<file path="config.mk">
export PLATFORM = sky130hd
export DESIGN_NAME = fpu_result_uart_tx_flat
export DESIGN_NICKNAME = d
export VERILOG_FILES = /design/src/rtl/fpu_result_uart_tx_if.sv /design/src/rtl/fpu_result_uart_tx.sv /design/src/flat_wrapper.sv
export SDC_FILE = /design/constraint.sdc
export NUM_CORES = 1
export LEC_CHECK = 0
export CAP_MARGIN = 5
export CORE_MARGIN = 2
export CORE_UTILIZATION = 55
export CTS_CLUSTER_DIAMETER = 100
export DETAILED_ROUTE_END_ITERATION = 8
export GPL_TIMING_DRIVEN = 0
export HOLD_SLACK_MARGIN = 0.02
export PLACE_DENSITY = 0.83
export SYNTH_ARGS = -nofsm -noshare
export SYNTH_HDL_FRONTEND = slang
export SYNTH_SLANG_ARGS = --single-unit
</file>
<file path="constraint.sdc">
create_clock -name clk -period 7.09 [get_ports clk]
set_input_delay 1.0635 -clock clk [delete_from_list [all_inputs] [get_ports clk]]
set_output_delay 1.0635 -clock clk [all_outputs]
set_load 0.1 [all_outputs]
</file>
<file path="src/rtl/fpu_result_uart_tx_if.sv">
// Result handshake from the FPU harness into the UART return path.
interface fpu_result_uart_tx_if;
    logic        result_valid;
    logic [15:0] result_data;

    modport master (output result_valid, output result_data);
    modport slave  (input  result_valid, input  result_data);
endinterface

</file>
<file path="src/rtl/fpu_result_uart_tx.sv">
// FPU result return path: small result FIFO feeding an 8N1 UART transmitter, LSB byte first.
// Optional sync header byte 8'hA5 per result when FPU_RESULT_TX_HEADER_EN is defined.
//
// state | meaning
// IDLE  | line high; pops the FIFO head when non-empty
// START | start bit (line 0) for one bit period
// DATA  | 8 data bits, LSB first
// STOP  | stop bit (line 1); next byte of the result or back to IDLE
module fpu_result_uart_tx #(
    parameter int FIFO_DEPTH = 4,
    parameter int FIFO_AW    = 2
) (
    input  logic                 clk,
    input  logic                 rst_l,
    input  logic [15:0]          clks_per_bit,
    fpu_result_uart_tx_if.slave  res_if,
    output logic                 o_Tx_Serial,
    output logic                 tx_busy,
    output logic [FIFO_AW:0]     fifo_count,
    output logic                 fifo_full,
    output logic                 overflow,
    output logic                 overflow_seen
);
    typedef enum logic [1:0] {IDLE, START, DATA, STOP} state_t;

`ifdef FPU_RESULT_TX_HEADER_EN
    localparam logic [1:0] LAST_BYTE = 2'd2;
`else
    localparam logic [1:0] LAST_BYTE = 2'd1;
`endif
    localparam logic [FIFO_AW:0]   CNT_FULL = (FIFO_AW+1)'(FIFO_DEPTH);
    localparam logic [FIFO_AW:0]   CNT_ONE  = (FIFO_AW+1)'(1);
    localparam logic [FIFO_AW-1:0] PTR_ONE  = FIFO_AW'(1);

    logic [15:0]        mem_q [FIFO_DEPTH];
    logic [FIFO_AW-1:0] wr_ptr_q, rd_ptr_q;
    logic [FIFO_AW:0]   count_q, count_d;
    state_t             state_q, state_d;
    logic [15:0]        hold_q, hold_d;
    logic [1:0]         byte_idx_q, byte_idx_d;
    logic [2:0]         bit_idx_q, bit_idx_d;
    logic [15:0]        timer_q, timer_d;
    logic [15:0]        period_q, period_d;
    logic               tx_q, tx_d, busy_q, busy_d, ovf_q, ovf_seen_q;

    logic        full, pop, push, drop, bit_end;
    logic [7:0]  cur_byte;
    logic [15:0] period_new;

    assign full       = (count_q == CNT_FULL);
    assign pop        = (state_q == IDLE) && (count_q != '0);
    // A pop in the same cycle frees a slot, so a push while full is still accepted.
    assign push       = res_if.result_valid && (!full || pop);
    assign drop       = res_if.result_valid && !push;
    assign bit_end    = (timer_q == period_q - 16'd1);
    assign period_new = (clks_per_bit < 16'd2) ? 16'd2 : clks_per_bit;

    always_comb begin
        cur_byte = hold_q[7:0];
`ifdef FPU_RESULT_TX_HEADER_EN
        case (byte_idx_q)
            2'd0:    cur_byte = 8'hA5;
            2'd1:    cur_byte = hold_q[7:0];
            default: cur_byte = hold_q[15:8];
        endcase
`else
        if (byte_idx_q != 2'd0) cur_byte = hold_q[15:8];
`endif
    end

    always_comb begin
        state_d    = state_q;
        hold_d     = hold_q;
        byte_idx_d = byte_idx_q;
        bit_idx_d  = bit_idx_q;
        timer_d    = timer_q + 16'd1;
        period_d   = period_q;
        unique case (state_q)
            IDLE: begin
                timer_d = '0;
                if (pop) begin
                    hold_d     = mem_q[rd_ptr_q];
                    byte_idx_d = 2'd0;
                    period_d   = period_new;
                    state_d    = START;
                end
            end
            START: if (bit_end) begin
                timer_d   = '0;
                bit_idx_d = 3'd0;
                state_d   = DATA;
            end
            DATA: if (bit_end) begin
                timer_d   = '0;
                bit_idx_d = bit_idx_q + 3'd1;
                if (bit_idx_q == 3'd7) state_d = STOP;
            end
            STOP: if (bit_end) begin
                timer_d = '0;
                if (byte_idx_q == LAST_BYTE) begin
                    state_d = IDLE;
                end else begin
                    byte_idx_d = byte_idx_q + 2'd1;
                    period_d   = period_new;
                    state_d    = START;
                end
            end
        endcase

        case ({push, pop})
            2'b10:   count_d = count_q + CNT_ONE;
            2'b01:   count_d = count_q - CNT_ONE;
            default: count_d = count_q;
        endcase

        // Line is registered from the current state, so it lags the FSM by one cycle.
        case (state_q)
            START:   tx_d = 1'b0;
            DATA:    tx_d = cur_byte[bit_idx_q];
            default: tx_d = 1'b1;
        endcase
        busy_d = (state_d != IDLE) || (count_d != '0);
    end

    always_ff @(posedge clk or negedge rst_l) begin
        if (!rst_l) begin
            state_q    <= IDLE;
            wr_ptr_q   <= '0;
            rd_ptr_q   <= '0;
            count_q    <= '0;
            hold_q     <= '0;
            byte_idx_q <= '0;
            bit_idx_q  <= '0;
            timer_q    <= '0;
            period_q   <= 16'd2;
            tx_q       <= 1'b1;
            busy_q     <= 1'b0;
            ovf_q      <= 1'b0;
            ovf_seen_q <= 1'b0;
        end else begin
            state_q    <= state_d;
            hold_q     <= hold_d;
            byte_idx_q <= byte_idx_d;
            bit_idx_q  <= bit_idx_d;
            timer_q    <= timer_d;
            period_q   <= period_d;
            count_q    <= count_d;
            tx_q       <= tx_d;
            busy_q     <= busy_d;
            ovf_q      <= drop;
            ovf_seen_q <= ovf_seen_q | drop;
            if (push) wr_ptr_q <= wr_ptr_q + PTR_ONE;
            if (pop)  rd_ptr_q <= rd_ptr_q + PTR_ONE;
        end
    end

    always_ff @(posedge clk) begin
        if (push) mem_q[wr_ptr_q] <= res_if.result_data;
    end

    assign o_Tx_Serial   = tx_q;
    assign tx_busy       = busy_q;
    assign fifo_count    = count_q;
    assign fifo_full     = full;
    assign overflow      = ovf_q;
    assign overflow_seen = ovf_seen_q;
endmodule
</file>
<file path="src/flat_wrapper.sv">
// flat-port wrapper written by rule: the top's interface ports become plain ports
module fpu_result_uart_tx_flat 
#(
    parameter int FIFO_DEPTH = 4,
    parameter int FIFO_AW    = 2
)
  (clk, rst_l, clks_per_bit, o_Tx_Serial, tx_busy, fifo_count, fifo_full, overflow, overflow_seen, res_if_result_valid, res_if_result_data);
  fpu_result_uart_tx_if res_if_i ();
  input  logic clk;
  input  logic rst_l;
  input  logic [15:0] clks_per_bit;
  output logic o_Tx_Serial;
  output logic tx_busy;
  output logic [FIFO_AW:0] fifo_count;
  output logic fifo_full;
  output logic overflow;
  output logic overflow_seen;
  input wire logic [$bits(res_if_i.result_valid)-1:0] res_if_result_valid;
  input wire logic [$bits(res_if_i.result_data)-1:0] res_if_result_data;
  assign res_if_i.result_valid = res_if_result_valid;
  assign res_if_i.result_data = res_if_result_data;
  fpu_result_uart_tx #(.FIFO_DEPTH(FIFO_DEPTH), .FIFO_AW(FIFO_AW)) u_core (.clk(clk), .rst_l(rst_l), .clks_per_bit(clks_per_bit), .res_if(res_if_i), .o_Tx_Serial(o_Tx_Serial), .tx_busy(tx_busy), .fifo_count(fifo_count), .fifo_full(fifo_full), .overflow(overflow), .overflow_seen(overflow_seen));
endmodule
</file>
== After elaboration in Yosys (flattened, before gate mapping) ==
Memory sizes are Yosys's and may differ from the RTL's. A register that Yosys moved wholly into a read port is not among the register bits.
Index checks and enable logic that the tools add are counted.
Word-level totals
  register bits after elaboration: 50
  RAM bits: 64
  input bits: 35
  output and inout bits: 8
  logic and storage cells: 85
  memories kept: 1
Memory list
  u_core.mem_q: words 4, bits a word 16, rd ports 1, clocked after memory_dff 1, wr ports 1, line fpu_result_uart_tx.sv:35  | logic [15:0] mem_q [FIFO_DEPTH];
Operators by class
  add/subtract/negate cells: 8
  magnitude comparators: 2
  equality and inequality tests: 14
  mux-type cells: 28
  bitwise operators: 1
  reductions and logical operators: 19
Operators with widths (count)
  2-to-1 mux 16 bit: 5
  one-hot mux 16 bit (2 select lines): 2
  adder 16 x 1 -> 16 bit, second input constant: 1
  equality test 16 bit: 1
  < comparator 16 x 2 -> 1 bit, second input constant: 1
  2-to-1 mux 2 bit: 8
  subtractor 16 x 1 -> 16 bit, second input constant: 1
  one-hot mux 3 bit (2 select lines): 2
  2-to-1 mux 8 bit: 1
  != test 2 x 1 -> 1 bit, second input constant: 4
  one-hot mux 2 bit (4 select lines): 1
  nonzero test 2 bit: 4
  adder 2 x 1 -> 2 bit, second input constant: 3
  adder 3 x 1 -> 3 bit, second input constant: 2
  equality test 2 x 1 -> 1 bit, second input constant: 3
  equality test 2 bit, second input constant: 3
  equality test 3 bit, second input constant: 2
  2-to-1 mux 3 bit: 2
  nonzero test 3 bit: 2
  < comparator 3 x 4 -> 1 bit, second input constant: 1
  2-to-1 mux 1 bit: 4
  one-hot mux 2 bit (2 select lines): 1
  AND reduction 4 bit: 1
  binary-select mux 1 bit (select 3 bit): 1
  other kinds (11): 16

== Depth between registers and ports, before layout ==
Gate-level depths: netlist of the first run.
  word-level depth: 8
  mapped depth: 13
  depth with buffers taken out: 11

== Least setup slack after synthesis of the first run ==
No wires, ideal clock.
  path kind: reg-to-reg
  from: register u_core.count_q[0], in the netlist u_core.fifo_count[0]
  to: memory u_core.mem_q[0][0], enable pin
  setup time: 0.374 ns
  arrival: 2.885 ns
  required time: 6.716 ns
  setup slack: 3.831 ns
  stages on the path, launching flop included: 7
  path buffers: 1
  period minus slack after synthesis: 3.259 ns
  cell sequence: dfrtp_1 > clkbuf_1 > nor2_1 > and2_1 > nor2b_1 > nor2b_1 > and2_1
On the way
  cells in the longest elaborated chain, start to end: 6
  elaborated cells between the ends (all ways): 8
  classes of those cells: eq/ne: 1; mux: 2; reduce/logical: 5
RTL lines
  from (decl): line fpu_result_uart_tx.sv:37  | logic [FIFO_AW:0] count_q, count_d;
  from (signal assigned): line fpu_result_uart_tx.sv:147  | count_q <= count_d;
  equality test 3 bit: line fpu_result_uart_tx.sv:50  | assign full = (count_q == CNT_FULL);
  named net fifo_full: line flat_wrapper.sv:15  | output logic fifo_full;
  logical NOT 1 bit: line fpu_result_uart_tx.sv:53  | assign push = res_if.result_valid && (!full || pop);
  logical OR 1 bit: line fpu_result_uart_tx.sv:53
  logical AND 1 bit: line fpu_result_uart_tx.sv:53
  2-to-1 mux 1 bit: line fpu_result_uart_tx.sv:158  | if (push) mem_q[wr_ptr_q] <= res_if.result_data;
  2-to-1 mux 1 bit (not written as such): line fpu_result_uart_tx.sv:158
  to (decl): line fpu_result_uart_tx.sv:35
The timed path passes the listed nets, and every way through them passes these cells.

== Worst setup path after layout of the first run ==
  from: register u_core.count_q[0], in the netlist u_core.fifo_count[0]
  to: output fifo_full
On the way
  cells in the longest elaborated chain, start to end: 1
RTL lines (line)
  equality test 3 bit: fpu_result_uart_tx.sv:50
  to (decl): flat_wrapper.sv:15
Every way passes these cells.

==> impl_metrics.csv, run 1 <==
group,metric,value,unit
clock_network,ctsHoldBuffers,0,
final_layout,diodes,0,
route,firstDrtPassIters,4,
timing,grt_setup_unrepaired,"false",
synth,ys_seq_elements,130,
worst_setup_path,crit_path_cell_trace,"clkbuf_1 -> nor2_1 -> and2_1 -> clkdlybuf4s50_1",
power_and_ir_drop,p_int,1.95,mW
final_layout,finish.net_count,591,
route,viasPerCell,5.72,
synth,syn-cell-area,6120,um2
timing,final.setup.tns,0,ps
synth,synth_edf_count,64,
synth,yosysTopAreaCell,"edfxtp_1",
final_layout,nFillCells,758,
min_path,hold_start,"u_core.hold_q[12]$_DFFE_PN0P_",
status,status,"complete, no violations",
synth,syn-instance-count,480,
grt,grt_start_max_net_pins,67,
power_and_ir_drop,seqPwrFrac,36.6,%
final_layout,seqCellArea,3580,um2
worst_setup_path,slowest_delay,1140,ps
final_layout,drive_above_1_share,11.8,%
synth,ys_warn_count,0,
synth,avgSynthCellArea,12.8,um2
timing,fin_crit,3650,ps
worst_setup_path,reg2reg_depth,9,
grt,antenna_found_initial,0,
die,die_y,110,um
die,dieArea,12000,um2
timing,holdWs,486,ps
final_layout,fin_util,66.9,%
route,vias,3966,
die,die_w,110,um
worst_setup_path,rrSetupSlack,3590,ps
clock_network,numCtsBuffers,17,
timing,slew_viol_final,0,
clock_network,cts_resized,0,
placement,io_buffers,41,
power_and_ir_drop,switching_power,1.24,mW
placement,gp_congestion,0.883,
clock_network,worstSkewPairLatency,530,ps
clock_network,root_buffer,"clkbuf_8",
power_and_ir_drop,power.density,439,nW/um2
final_layout,fin_cells,693,
route,drt_iter0_drc,239,
placement,dp.cells,661,
worst_setup_path,crit_type,"register to primary output",
die,core,10800,um2
route,ant_nets,0,
worst_setup_path,r2r_end,"u_core.timer_q[9]$_DFF_PN0_",
timing,period_share,51.5,%
die,row_count,38,
min_path,worstHoldPathCells,2,
worst_setup_path,cp.required,6030,ps
timing,worst_pin_slew,972,ps
min_path,hp-class,"register to register",
worst_setup_path,crit_slowest_cell,"clkdlybuf4s50_1",
grt,grt_use_total,21.9,%
placement,dp_hpwl,8100,um
synth,yosys-top-cells-count,"nand2_1 (67), dfrtp_1 (64), edfxtp_1 (64)",
synth,synth_top_area_share,31.4,%
grt,grt_overflow,0,
route,wire_per_inst,17.5,um
power_and_ir_drop,swShare,38.8,%
flow_run,cap_violations,0,
grt,grt_pass1_wl,19300,um
route,route.detailed.drc,0,
die,start_util,56.5,%
power_and_ir_drop,p_leak,2.84,nW
timing,finalHoldViolations,0,
die,ioPinCount,43,
power_and_ir_drop,power_frac_clock,25.4,%
synth,yosys-top-cells-area,"edfxtp_1 (31%), dfrtp_1 (26%), mux4_2 (7.7%), nand2_1 (4.1%), ha_1 (3.1%)",
worst_setup_path,r2r_start,"u_core.period_q[2]$_DFFE_PN0P_",
worst_setup_path,cp_max_fo,9,
worst_setup_path,cp-end-kind,"primary output",
clock_network,clk_pin_slew_worst_paths,70,ps
timing,clock.fmax,0.274,GHz
worst_setup_path,cp-start-kind,"register",
clock_network,cts_setup_buffers,0,
final_layout,multi_input_area,2380,um2
worst_setup_path,arrival,2590,ps
route,finalWirelength,12100,um
synth,synth-main-ff-cell,"edfxtp_1",
clock_network,cts.path.max_buffers,2,
worst_setup_path,path_buf_inv,2,
final_layout,syn_to_final_growth,18.5,%
power_and_ir_drop,combPwrFrac,38.1,%
worst_setup_path,cp.depth,4,
timing,skew,12.6,ps
synth,async_reset_ff_share,50.8,%
synth,yosysMostFrequentCell,"nand2_1",
min_path,whs_endpoint,"u_core.hold_q[12]$_DFFE_PN0P_",
grt,grt_pass1_vias,4078,
timing,slew_headroom,35.0,%
power_and_ir_drop,irDropWorstVdd,0.416,mV
synth,synthesis.nets,531,
synth,ys_seq_area_share,58.4,%
clock_network,h-tree-depth,4,
clock_network,cts_sinks,130,
worst_setup_path,critical_path.top_delay_family,"buffers and inverters",
synth,synth_cell_types,58,
timing,setup_viol,0,
clock_network,cts_tree,"yes",
-- how the worst max path moves through the flow --
stage	slack [ps]	end	start
after CTS	3410	fifo_full	u_core.fifo_count[0]$_DFF_PN0_
after global routing	3360	fifo_full	u_core.fifo_count[0]$_DFF_PN0_
final	3440	fifo_full	u_core.fifo_count[0]$_DFF_PN0_
after global placement	2890	u_core.wr_ptr_q[1]$_DFFE_PN0P_	rst_l
after detailed placement	3670	u_core.timer_q[9]$_DFF_PN0_	u_core.period_q[2]$_DFFE_PN0P_
after floorplan	3830	u_core.mem_q[0][0]$_DFFE_PP_	u_core.fifo_count[0]$_DFF_PN0_
-- placed cells by master (no fill, tap or decap), types with 11 or more instances in the layout --
cell,instances
nor3_1,11
edfxtp_1,64
clkbuf_1,16
ha_1,15
mux4_2,21
clkbuf_16,16
nand3_1,14
clkdlybuf4s50_1,40
dfrtp_1,64
xor2_1,21
nand2_1,67
inv_1,19
mux2_1,14
nor2_1,31
xnor2_1,20
-- worst register-to-register path, stage by stage (launching register included) --
cell	delay, ps
dfrtp_1	370
clkbuf_1	190
nor4_2	790
nand2_1	130
o31ai_1	560
nand4_1	510
nand2b_1	200
clkbuf_1	290
buf_2	280
nor2_1	70
-- power by group through the flow --
stage          Sequential, mW  Combinational [mW]  Clock [mW]
2_1_floorplan            1.25               0.822           0
3_3_place_gp             1.16                1.16           0
3_5_place_dp             1.17                1.20           0
4_1_cts                  1.16                1.21       0.820
5_1_grt                  1.19                1.33       0.849
6_report                 1.16                1.21       0.808
-- flip-flops by register name, summed over array words and instances, names as in the netlist, 2 cells and up --
signal / count
u_core.bit_idx_q: 3
u_core.byte_idx_q: 2
u_core.fifo_count: 3
u_core.hold_q: 16
u_core.mem_q: 64
u_core.period_q: 16
u_core.rd_ptr_q: 2
u_core.state_q: 2
u_core.timer_q: 16
u_core.wr_ptr_q: 2
-- stage by stage --
step                cell area (um2)  power [mW]  setup slack (ps)
finish                         7260        3.19              3440
global route                   7260        3.36              3360
CTS                            7260        3.20              3410
detailed placement             6710        2.37              3670
global placement               6710        2.32              2890
floorplan                      6120        2.07              3830
-- layout make-up --
type,instances,area share (%)
Clock inverter,15,1.86
Timing Repair Buffer,41,5.62
Sequential cell,130,49.3
Buffer,21,1.31
Tap cell,140,2.41
Clock buffer,17,5.71
Inverter,19,0.983
Multi-Input combinational cell,310,32.8
-- metal layers --
layer  wire length, um  vias up  global-route usage [%]  share of wire, %
li1                  -     1867                       -                 -
met1              5120     1979                    26.0                42
met2              6290      100                    37.2                52
met3               472       20                    5.45               3.9
met4               231        0                    11.0               1.9
met5                 0        -                       0                 0
-- kinds of logic (layout without fill, tap and decap cells) --
kind of cell               count (synthesis)  after routing  synth area share, %
AOI/OAI and AO/OA                         46             46                 5.62
adders and majority gates                 16             16                 3.39
muxes                                     38             38                 10.8
DFF                                      130            130                 58.4
xor gates and xnor gates                  41             41                 5.86
buffers and inverters                     40            113                 2.72
and+or+nand+nor                          169            169                 13.2
(Power assumes the default switching activity.)
==> run 2, diff against run 1 <==
==> constraint.sdc (replaced) <==
create_clock -name clk -period 3.55 [get_ports clk]
set_input_delay 0.5325 -clock clk [delete_from_list [all_inputs] [get_ports clk]]
set_output_delay 0.5325 -clock clk [all_outputs]
set_load 0.1 [all_outputs]
==> run 2 against run 1 <==
Clock-buffer cell count stayed put. Highest routed layer unchanged. Critical path type is now register to register. Register-to-register slack worse by 3300 ps. Die area stayed put. Power is 100% higher. Global-route usage stayed put. Worst hold slack worse by 380 ps. Clock skew is 1.4 ps higher. Routed wire length is 0.17% lower.
==> impl_metrics.csv, run 2 (synthesis gave the netlist of run 1 again) <==
group,metric,value,unit
timing,slew_headroom,35.0,%
final_layout,finish.net_count,591,
worst_setup_path,cp.required,3960,ps
clock_network,cts_tree,"yes",
clock_network,worstSkewPairLatency,530,ps
clock_network,ctsHoldBuffers,0,
power_and_ir_drop,seqPwrFrac,36.6,%
timing,fin_crit,3300,ps
grt,grt_use_total,21.9,%
power_and_ir_drop,power.density,876,nW/um2
clock_network,numCtsBuffers,17,
clock_network,root_buffer,"clkbuf_8",
worst_setup_path,cp_max_fo,10,
timing,skew,14.1,ps
route,route.detailed.drc,0,
placement,gp_congestion,0.883,
die,die_y,110,um
route,drt_iter0_drc,285,
timing,holdWs,106,ps
timing,clock.fmax,0.303,GHz
final_layout,regMostFlops,"u_core.mem_q",
route,viasPerCell,5.75,
final_layout,diodes,0,
final_layout,multi_input_area,2390,um2
power_and_ir_drop,power_frac_clock,25.4,%
power_and_ir_drop,combPwrFrac,38.0,%
route,ant_nets,0,
placement,io_buffers,41,
clock_network,cts.path.max_buffers,2,
grt,grt_pass1_vias,4078,
worst_setup_path,crit_type,"register to register",
final_layout,layout_commonest_cell,"nand2_1",
worst_setup_path,cp-start-kind,"register",
grt,grt_overflow,0,
placement,dp_hpwl,8100,um
worst_setup_path,cp-end-kind,"register",
die,die_w,110,um
route,wire_per_inst,17.5,um
power_and_ir_drop,swShare,38.8,%
timing,setup_slack,250,ps
die,row_count,38,
final_layout,largest_register_ffs,64,
die,ioPinCount,43,
worst_setup_path,arrival,3710,ps
clock_network,cts_sinks,130,
die,start_util,56.5,%
final_layout,drive_above_1_share,12.1,%
clock_network,h-tree-depth,4,
final_layout,layout_common_cells,"nand2_1 (67), dfrtp_1 (64), edfxtp_1 (64)",
worst_setup_path,rrSetupSlack,250,ps
route,finalWirelength,12100,um
final_layout,syn_to_final_growth,18.7,%
power_and_ir_drop,switching_power,2.47,mW
status,status,"complete, no violations",
grt,antenna_found_initial,0,
die,core,10800,um2
power_and_ir_drop,p_int,3.90,mW
timing,grt_setup_unrepaired,"false",
final_layout,seqCellArea,3580,um2
timing,setup_viol,0,
timing,worst_pin_slew,972,ps
min_path,hp-class,"input pin to asynchronous set/reset pin",
flow_run,cap_violations,0,
timing,finalHoldViolations,0,
grt,grt_start_max_net_pins,67,
grt,grt_pass1_wl,19300,um
timing,period_share,93.0,%
route,vias,3986,
placement,dp_slack,128,ps
timing,final.setup.tns,0,ps
power_and_ir_drop,irDropWorstVdd,0.833,mV
timing,slew_viol_final,0,
route,firstDrtPassIters,4,
final_layout,nFillCells,755,
power_and_ir_drop,p_leak,2.85,nW
clock_network,clk_pin_slew_worst_paths,60,ps
die,dieArea,12000,um2
## run 2: per-layer routing
layer	track usage [%]	vias to the layer above	part of all wire, %
met2	37.2	133	52
li1	-	1865	-
met4	11.0	0	1.9
met1	26.0	1970	41
met5	0	-	0
met3	5.45	18	4.8
## run 2: power by group through the flow
stage	Combinational, mW	Sequential [mW]	Clock (mW)
after floorplan	1.64	2.49	0
after global placement	2.31	2.32	0
after detailed placement	2.39	2.35	0
after CTS	2.43	2.33	1.64
after global routing	2.65	2.38	1.70
final	2.42	2.33	1.61
## run 2: stage by stage
step | utilization, % | instance area, um2 | std cells | power, mW
after floorplan | - | 6120 | 480 | 4.13
after global placement | 61.9 | 6710 | 661 | 4.63
after detailed placement | 61.9 | 6710 | 661 | 4.74
after CTS | 66.9 | 7260 | 693 | 6.39
after global routing | 67.1 | 7270 | 693 | 6.72
final | 67.1 | 7270 | 693 | 6.37
## run 2: area by class of cell
class / instances / share of cell area, %
Tap cell: 140 / 2.41
Timing Repair Buffer: 42 / 5.71
Clock buffer: 17 / 5.70
Multi-Input combinational cell: 310 / 32.9
Clock inverter: 15 / 1.86
Sequential cell: 130 / 49.2
Buffer: 20 / 1.26
Inverter: 19 / 0.981
## run 2: worst paths after layout
path	from	end	cells after the start
setup / recovery	u_core.period_q[10]$_DFFE_PN0P_	u_core.period_q[7]$_DFFE_PN0P_	9
hold / removal	rst_l	u_core.period_q[13]$_DFFE_PN0P_	1
setup reg to reg	u_core.period_q[10]$_DFFE_PN0P_	u_core.period_q[7]$_DFFE_PN0P_	9
hold reg to reg	u_core.overflow_seen$_DFF_PN0_	u_core.overflow_seen$_DFF_PN0_	1
max in group asynchronous	rst_l	u_core.timer_q[2]$_DFF_PN0_	1
min in group clk	res_if_result_valid	u_core.overflow$_DFF_PN0_	2
## run 2: critical path, stage by stage, from the launching register on
cell	delay [ps]
dfrtp_1	460
or4_4	580
or3_1	360
a2111o_1	510
a21oi_2	190
and4_4	270
a31o_1	150
buf_4	170
buf_8	160
mux2_1	330
## run 2: timing repair
action	CTS	global route
setup buffers	0	1
resized for setup	0	2
endpoints found under the setup margin	0	11
